<file path="src/rtl/branch_update_unit_pkg.sv">
// Shared widths and helpers for the branch update path.
//   REG_WIDTH          : architectural register / PC width.
//   update_bus_width() : packed width of one update entry {pc, taken, target}.
package branch_update_unit_pkg;

  localparam int unsigned REG_WIDTH = 32;

  function automatic int unsigned update_bus_width(input int unsigned addr_width);
    return 2 * addr_width + 1;
  endfunction

endpackage

</file>
<file path="src/rtl/bpu_update_fifo.sv">
// First-word-fall-through circular FIFO feeding the predictor update port.
// Ports:
//   clk, rst   : clock, synchronous active-high reset
//   push, data : write request and entry (ignored while full)
//   pop        : read request (ignored while empty)
//   full/empty : occupancy flags, derived only from registered state
//   head       : oldest entry, valid whenever !empty
module bpu_update_fifo #(
  parameter int unsigned DEPTH_EXP2 = 2,
  parameter int unsigned WIDTH      = 65
) (
  input  logic             clk,
  input  logic             rst,
  input  logic             push,
  input  logic [WIDTH-1:0] data,
  input  logic             pop,
  output logic             full,
  output logic             empty,
  output logic [WIDTH-1:0] head
);

  localparam int unsigned DEPTH = 1 << DEPTH_EXP2;
  localparam logic [DEPTH_EXP2:0] DEPTH_CNT = (DEPTH_EXP2 + 1)'(DEPTH);

  logic [WIDTH-1:0]      mem [DEPTH];
  logic [DEPTH_EXP2-1:0] wr_ptr;
  logic [DEPTH_EXP2-1:0] rd_ptr;
  logic [DEPTH_EXP2:0]   count;
  logic                  do_push;
  logic                  do_pop;

  assign full    = (count == DEPTH_CNT);
  assign empty   = (count == '0);
  assign do_push = push && !full;
  assign do_pop  = pop && !empty;
  assign head    = mem[rd_ptr];

  always_ff @(posedge clk) begin
    if (rst) begin
      wr_ptr <= '0;
      rd_ptr <= '0;
      count  <= '0;
      // Storage cleared too so the update data outputs read zero after reset.
      for (int unsigned i = 0; i < DEPTH; i++) begin
        mem[i] <= '0;
      end
    end else begin
      if (do_push) begin
        mem[wr_ptr] <= data;
        wr_ptr      <= wr_ptr + 1'b1;
      end
      if (do_pop) begin
        rd_ptr <= rd_ptr + 1'b1;
      end
      case ({do_push, do_pop})
        2'b10:   count <= count + 1'b1;
        2'b01:   count <= count - 1'b1;
        default: count <= count;
      endcase
    end
  end

endmodule

</file>
<file path="src/rtl/branch_update_unit.sv">
// Producer side of the predictor update interface.
// Accepts resolved branches from EX, flags mispredictions (registered
// one-cycle pulse plus corrected fetch PC), queues every accepted branch in
// a FWFT FIFO and drains it one per cycle onto the predictor update port.
// Ports:
//   clk, rst                       : clock, synchronous active-high reset
//   ex_valid_i / ex_ready_o        : EX handshake (ready = FIFO not full)
//   ex_pc_i, ex_taken_i, ex_target_i            : resolved branch
//   ex_pred_taken_i, ex_pred_target_i           : prediction carried down
//   update_ready_i                 : predictor accepts an update
//   branch_valid_o/taken_o/pc_o/target_address_o: update port (FIFO head)
//   mispredict_o, redirect_pc_o    : registered redirect to frontend
//   perf_branch_count_o, perf_mispredict_count_o: performance counters
module branch_update_unit
  import branch_update_unit_pkg::*;
#(
  parameter int unsigned FIFO_DEPTH_EXP2 = 2,
  parameter int unsigned ADDR_WIDTH      = REG_WIDTH
) (
  input  logic                  clk,
  input  logic                  rst,
  input  logic                  ex_valid_i,
  output logic                  ex_ready_o,
  input  logic [ADDR_WIDTH-1:0] ex_pc_i,
  input  logic                  ex_taken_i,
  input  logic [ADDR_WIDTH-1:0] ex_target_i,
  input  logic                  ex_pred_taken_i,
  input  logic [ADDR_WIDTH-1:0] ex_pred_target_i,
  input  logic                  update_ready_i,
  output logic                  branch_valid_o,
  output logic                  branch_taken_o,
  output logic [ADDR_WIDTH-1:0] branch_pc_o,
  output logic [ADDR_WIDTH-1:0] branch_target_address_o,
  output logic                  mispredict_o,
  output logic [ADDR_WIDTH-1:0] redirect_pc_o,
  output logic [31:0]           perf_branch_count_o,
  output logic [31:0]           perf_mispredict_count_o
);

  localparam int unsigned ENTRY_W = update_bus_width(ADDR_WIDTH);

  logic               accept;
  logic               mispredict;
  logic               fifo_full;
  logic               fifo_empty;
  logic [ENTRY_W-1:0] fifo_head;
  logic [ENTRY_W-1:0] fifo_data;

  assign ex_ready_o = !fifo_full;
  assign accept     = ex_valid_i && ex_ready_o;
  assign fifo_data  = {ex_pc_i, ex_taken_i, ex_target_i};

  // A wrong target only matters when the branch was actually taken.
  always_comb begin
    mispredict = 1'b0;
    if (ex_pred_taken_i != ex_taken_i) begin
      mispredict = 1'b1;
    end else if (ex_taken_i && (ex_pred_target_i != ex_target_i)) begin
      mispredict = 1'b1;
    end
  end

  bpu_update_fifo #(
    .DEPTH_EXP2 (FIFO_DEPTH_EXP2),
    .WIDTH      (ENTRY_W)
  ) u_fifo (
    .clk   (clk),
    .rst   (rst),
    .push  (accept),
    .data  (fifo_data),
    .pop   (update_ready_i),
    .full  (fifo_full),
    .empty (fifo_empty),
    .head  (fifo_head)
  );

  assign branch_valid_o          = !fifo_empty;
  assign branch_pc_o             = fifo_head[ENTRY_W-1 -: ADDR_WIDTH];
  assign branch_taken_o          = fifo_head[ADDR_WIDTH];
  assign branch_target_address_o = fifo_head[ADDR_WIDTH-1:0];

  always_ff @(posedge clk) begin
    if (rst) begin
      mispredict_o            <= 1'b0;
      redirect_pc_o           <= '0;
      perf_branch_count_o     <= '0;
      perf_mispredict_count_o <= '0;
    end else begin
      mispredict_o <= accept && mispredict;
      if (accept) begin
        perf_branch_count_o <= perf_branch_count_o + 32'd1;
        if (mispredict) begin
          perf_mispredict_count_o <= perf_mispredict_count_o + 32'd1;
          redirect_pc_o <= ex_taken_i ? ex_target_i
                                      : ex_pc_i + ADDR_WIDTH'(4);
        end
      end
    end
  end

endmodule

</file>
<file path="config.mk">
export PLATFORM = sky130hd
export DESIGN_NAME = branch_update_unit
export DESIGN_NICKNAME = d
export VERILOG_FILES = /design/src/rtl/branch_update_unit_pkg.sv /design/src/rtl/bpu_update_fifo.sv /design/src/rtl/branch_update_unit.sv
export SDC_FILE = /design/constraint.sdc
export NUM_CORES = 1
export LEC_CHECK = 0
export BUFFER_PORTS_ARGS = -buffer_cell sky130_fd_sc_hd__buf_2
export CAP_MARGIN = 20
export CORE_MARGIN = 4
export CORE_UTILIZATION = 60
export DETAILED_ROUTE_END_ITERATION = 7
export PLACE_DENSITY = 0.92
export SYNTH_ARGS = -nofsm -noshare
export SYNTH_HDL_FRONTEND = slang
export SYNTH_SLANG_ARGS = --single-unit
</file>
<file path="constraint.sdc">
create_clock -name clk -period 16.8 [get_ports clk]
set_input_delay 3.36 -clock clk [delete_from_list [all_inputs] [get_ports clk]]
set_output_delay 3.36 -clock clk [all_outputs]
set_load 0.05 [all_outputs]
</file>
==> summary.md <==
| Metric | Value |
|---|---|
| Status | completed |
| Final Max Slew Viols | 0 |
| Worst VDD drop | 0.0000762 V |
| Leak pwr | 7.77 nW |
| Nets | roughly 1700 |
| Crit-path max FO | 41 |
| Via density | around 6.4 |
| GRT Util Overall | between 20% and 30% |
| Total Neg Setup Slack | 0 ps |
| Post-cts sizing count | 0 |
| Nature of the critical path endpoint | output pin |
| Placed instance count | 1927 |
| Max_cap viols | 0 |
| Row cnt | 61 |
| Number of fillers in the final layout | 1840 |
| Worst-skew pair later-pin latency | 530 ps |
| Wire length per cell | ~24 um |
| Post-Syn Instances | about 1400 |
| Place WS | between 10000 and 15000 ps |
| Setup Viol. Count Final | 0 |
| RSZ-0062 raised after global routing | false |
| CTS tree | done |
| DRT Wirelength | about 48000 um |
| Syn. warnings | 0 |
| Initial core utilization | 61.2% |
| Max_slew headroom | between 30% and 40% |
| Chip Height | about 180 um |
| Post-synth EDFFs | 260 |
| Mapped Area | 0.0171 mm2 |
| Total power | approximately 2.6 mW |
| Dominant cells by area after synthesis | edfxtp_1 (46%), dfxtp_1 (12%), mux4_2 (8.5%), and2_1 (6.6%), and3_1 (2.6%) |
| Pwr dens | between 100 and 150 mW/mm2 |
| Fin cells | 1997 |
| H-tree Lvls | 2 |
| Sequential area share after synthesis | about 58% |
| Arrival @ worst endpoint | 2870 ps |
| Layout Skew | around 24 ps |
| Vias | 12815 |
| Post-layout min period | 6230 ps |
| Prevailing post-synth register cell | edfxtp_1 |
| Fmax | approximately 160 MHz |
| Die W | 177 um |
| Port buffer count | ~270 |
| DRC Markers | 0 |
| Fin util | 70.8% |
| Global-route wire length before repair | 72200 um |
| Core area | 0.0280 mm2 |
| Period utilization | 37.1% |
| Area of the multi-input gates | 0.00674 mm2 |
| Synth area leader | edfxtp_1 |
| Clk pin slew, worst setup/hold paths | around 60 ps |
| Initial drt markers | 1473 |
| Async S/R FF share, synth | 0% |
| Share of the synthesized area in the top cell type | approximately 46% |
| Root Buffer Master | clkbuf_16 |
| Startpoint Class | flop |
| Hold buffers post-CTS | 0 |
| Total grt overflow | 0 |
| Yosys reg bits | 366 |
| Register area | 0.00993 mm2 |
| WP data required | 13440 ps |
| Hold crit path type | flop to flop |
| Final Hold Viols | 0 |
| Layout cells sized above 1 | 27.5% |
| Post-synth net total | 1486 |
| RD Place Congestion | 0.904 |
| Die Area | 0.0313 mm2 |
| Synth cell types | between 50 and 60 |
| Slew @ Worst Pin | 981 ps |
| DP HPWL | 31700 um |
| Max Buffers Root-to-Sink | 3 |
| Setup CP Type | flop to output pin |
| Vias in the first global route | between 10000 and 15000 |
| IO Pins | 266 |
| Avg Inst Size Synth | 12.4 um2 |
| Area grow syn2layout | 15.6% |
| DRT antenna net count | 0 |
| Largest net degree at the start of global routing | 94 |
| Clock sinks | 366 |
| TritonRoute pass-1 iters | 6 |
| Antenna violations before repair | 1 |
| Num CTS Buffers | 37 |
| Post-CTS Setup Bufs | 0 |
| Worst setup margin | 10570 ps |
[sequential cells by signal, summed over array words and instances (netlist names), named ones only]
name / flops
u_fifo.mem: 260
perf_branch_count_o: 32
perf_mispredict_count_o: 32
redirect_pc_o: 32
u_fifo.count: 3
u_fifo.rd_ptr: 2
u_fifo.wr_ptr: 2
mispredict_o: 1
[synth_stat cells (16+ instances only)]
cell / instances
nand4_1: 29
a21oi_1: 46
clkbuf_1: 68
mux4_2: 65
a31o_2: 17
nand3_1: 48
xor2_1: 45
dfxtp_1: 106
inv_1: 16
nor3_1: 20
and3_1: 72
buf_2: 30
nor2_1: 66
edfxtp_1: 260
o31ai_1: 20
o21ai_0: 38
and2_1: 182
nand2_1: 53
nor4_1: 25
xnor2_1: 50
or4_1: 20
[report_power, final]
group	switching (mW)	internal (mW)	leakage, nW
logic	0.520	0.224	3.65
registers	0.0498	1.06	3.57
clock network	0.333	0.437	0.552
total	0.903	1.72	7.77
[kinds of logic after synthesis]
family | count (synthesis) | synth area share, %
xor gates and xnor gates | 95 | 4.85
DFF | 366 | 57.9
muxes | 77 | 9.26
adders and majority gates | 5 | 0.409
AOI/OAI and AO/OA | 153 | 5.71
buffers and inverters | 128 | 3.07
and+or+nand+nor | 555 | 18.8
[area by class of cell]
class / count / area share, %
clock inverter: 11 / 0.303
sequential: 366 / 50.1
antenna: 2 / 0.0252
timing repair buffer: 282 / 7.47
clock buffer: 56 / 5.35
inverter: 17 / 0.322
tap: 378 / 2.39
multi-input combinational: 885 / 34.0
[path summary, 6_finish.rpt]
kind	start	cells after the start	slack (ps)	end
worst max register to register	u_fifo.count[2]	6	13400	u_fifo.mem[3][5]
worst min register to register	redirect_pc_o[15]	2	470	redirect_pc_o[15]
worst min-delay path	redirect_pc_o[15]	2	470	redirect_pc_o[15]
worst max-delay path	flop	3	10570	branch_target_address_o[27]
[placed cells by master, fill, tap and decap left out, types with 15 or more instances in the layout]
master	Yosys	final
buf_2	30	264
edfxtp_1	260	260
and2_1	182	181
dfxtp_1	106	104
and3_1	72	72
nor2_1	66	66
mux4_2	65	65
nand2_1	53	52
xnor2_1	50	50
nand3_1	48	48
a21oi_1	46	46
xor2_1	45	45
clkbuf_16	0	37
o21ai_0	38	35
nand4_1	29	29
nor4_1	25	24
o31ai_1	20	20
or4_1	20	20
nor3_1	20	18
a31o_2	17	17
buf_4	2	16
inv_1	16	15
[worst max-delay path, cell delays in order (launching register included)]
cell and delay [ps]:
dfxtp_4 680, buf_4 740, mux4_2 650, buf_2 240
[per-stage QoR]
step / hold WS, ps / area, um2
2_1_floorplan: 462 / 17100
3_3_place_gp: 448 / 18700
3_5_place_dp: 459 / 18700
4_1_cts: 479 / 19800
5_1_grt: 501 / 19800
6_report: 475 / 19800
[per-layer routing]
metal | vias up | track usage (%) | wire (um)
met5 | - | 0 | 0
met4 | 0 | 13.6 | 2430
met3 | 171 | 8.89 | 6210
met2 | 891 | 47.8 | 23100
met1 | 6188 | 38.1 | 16400
li1 | 5565 | - | -
(Power assumes the default switching activity.)
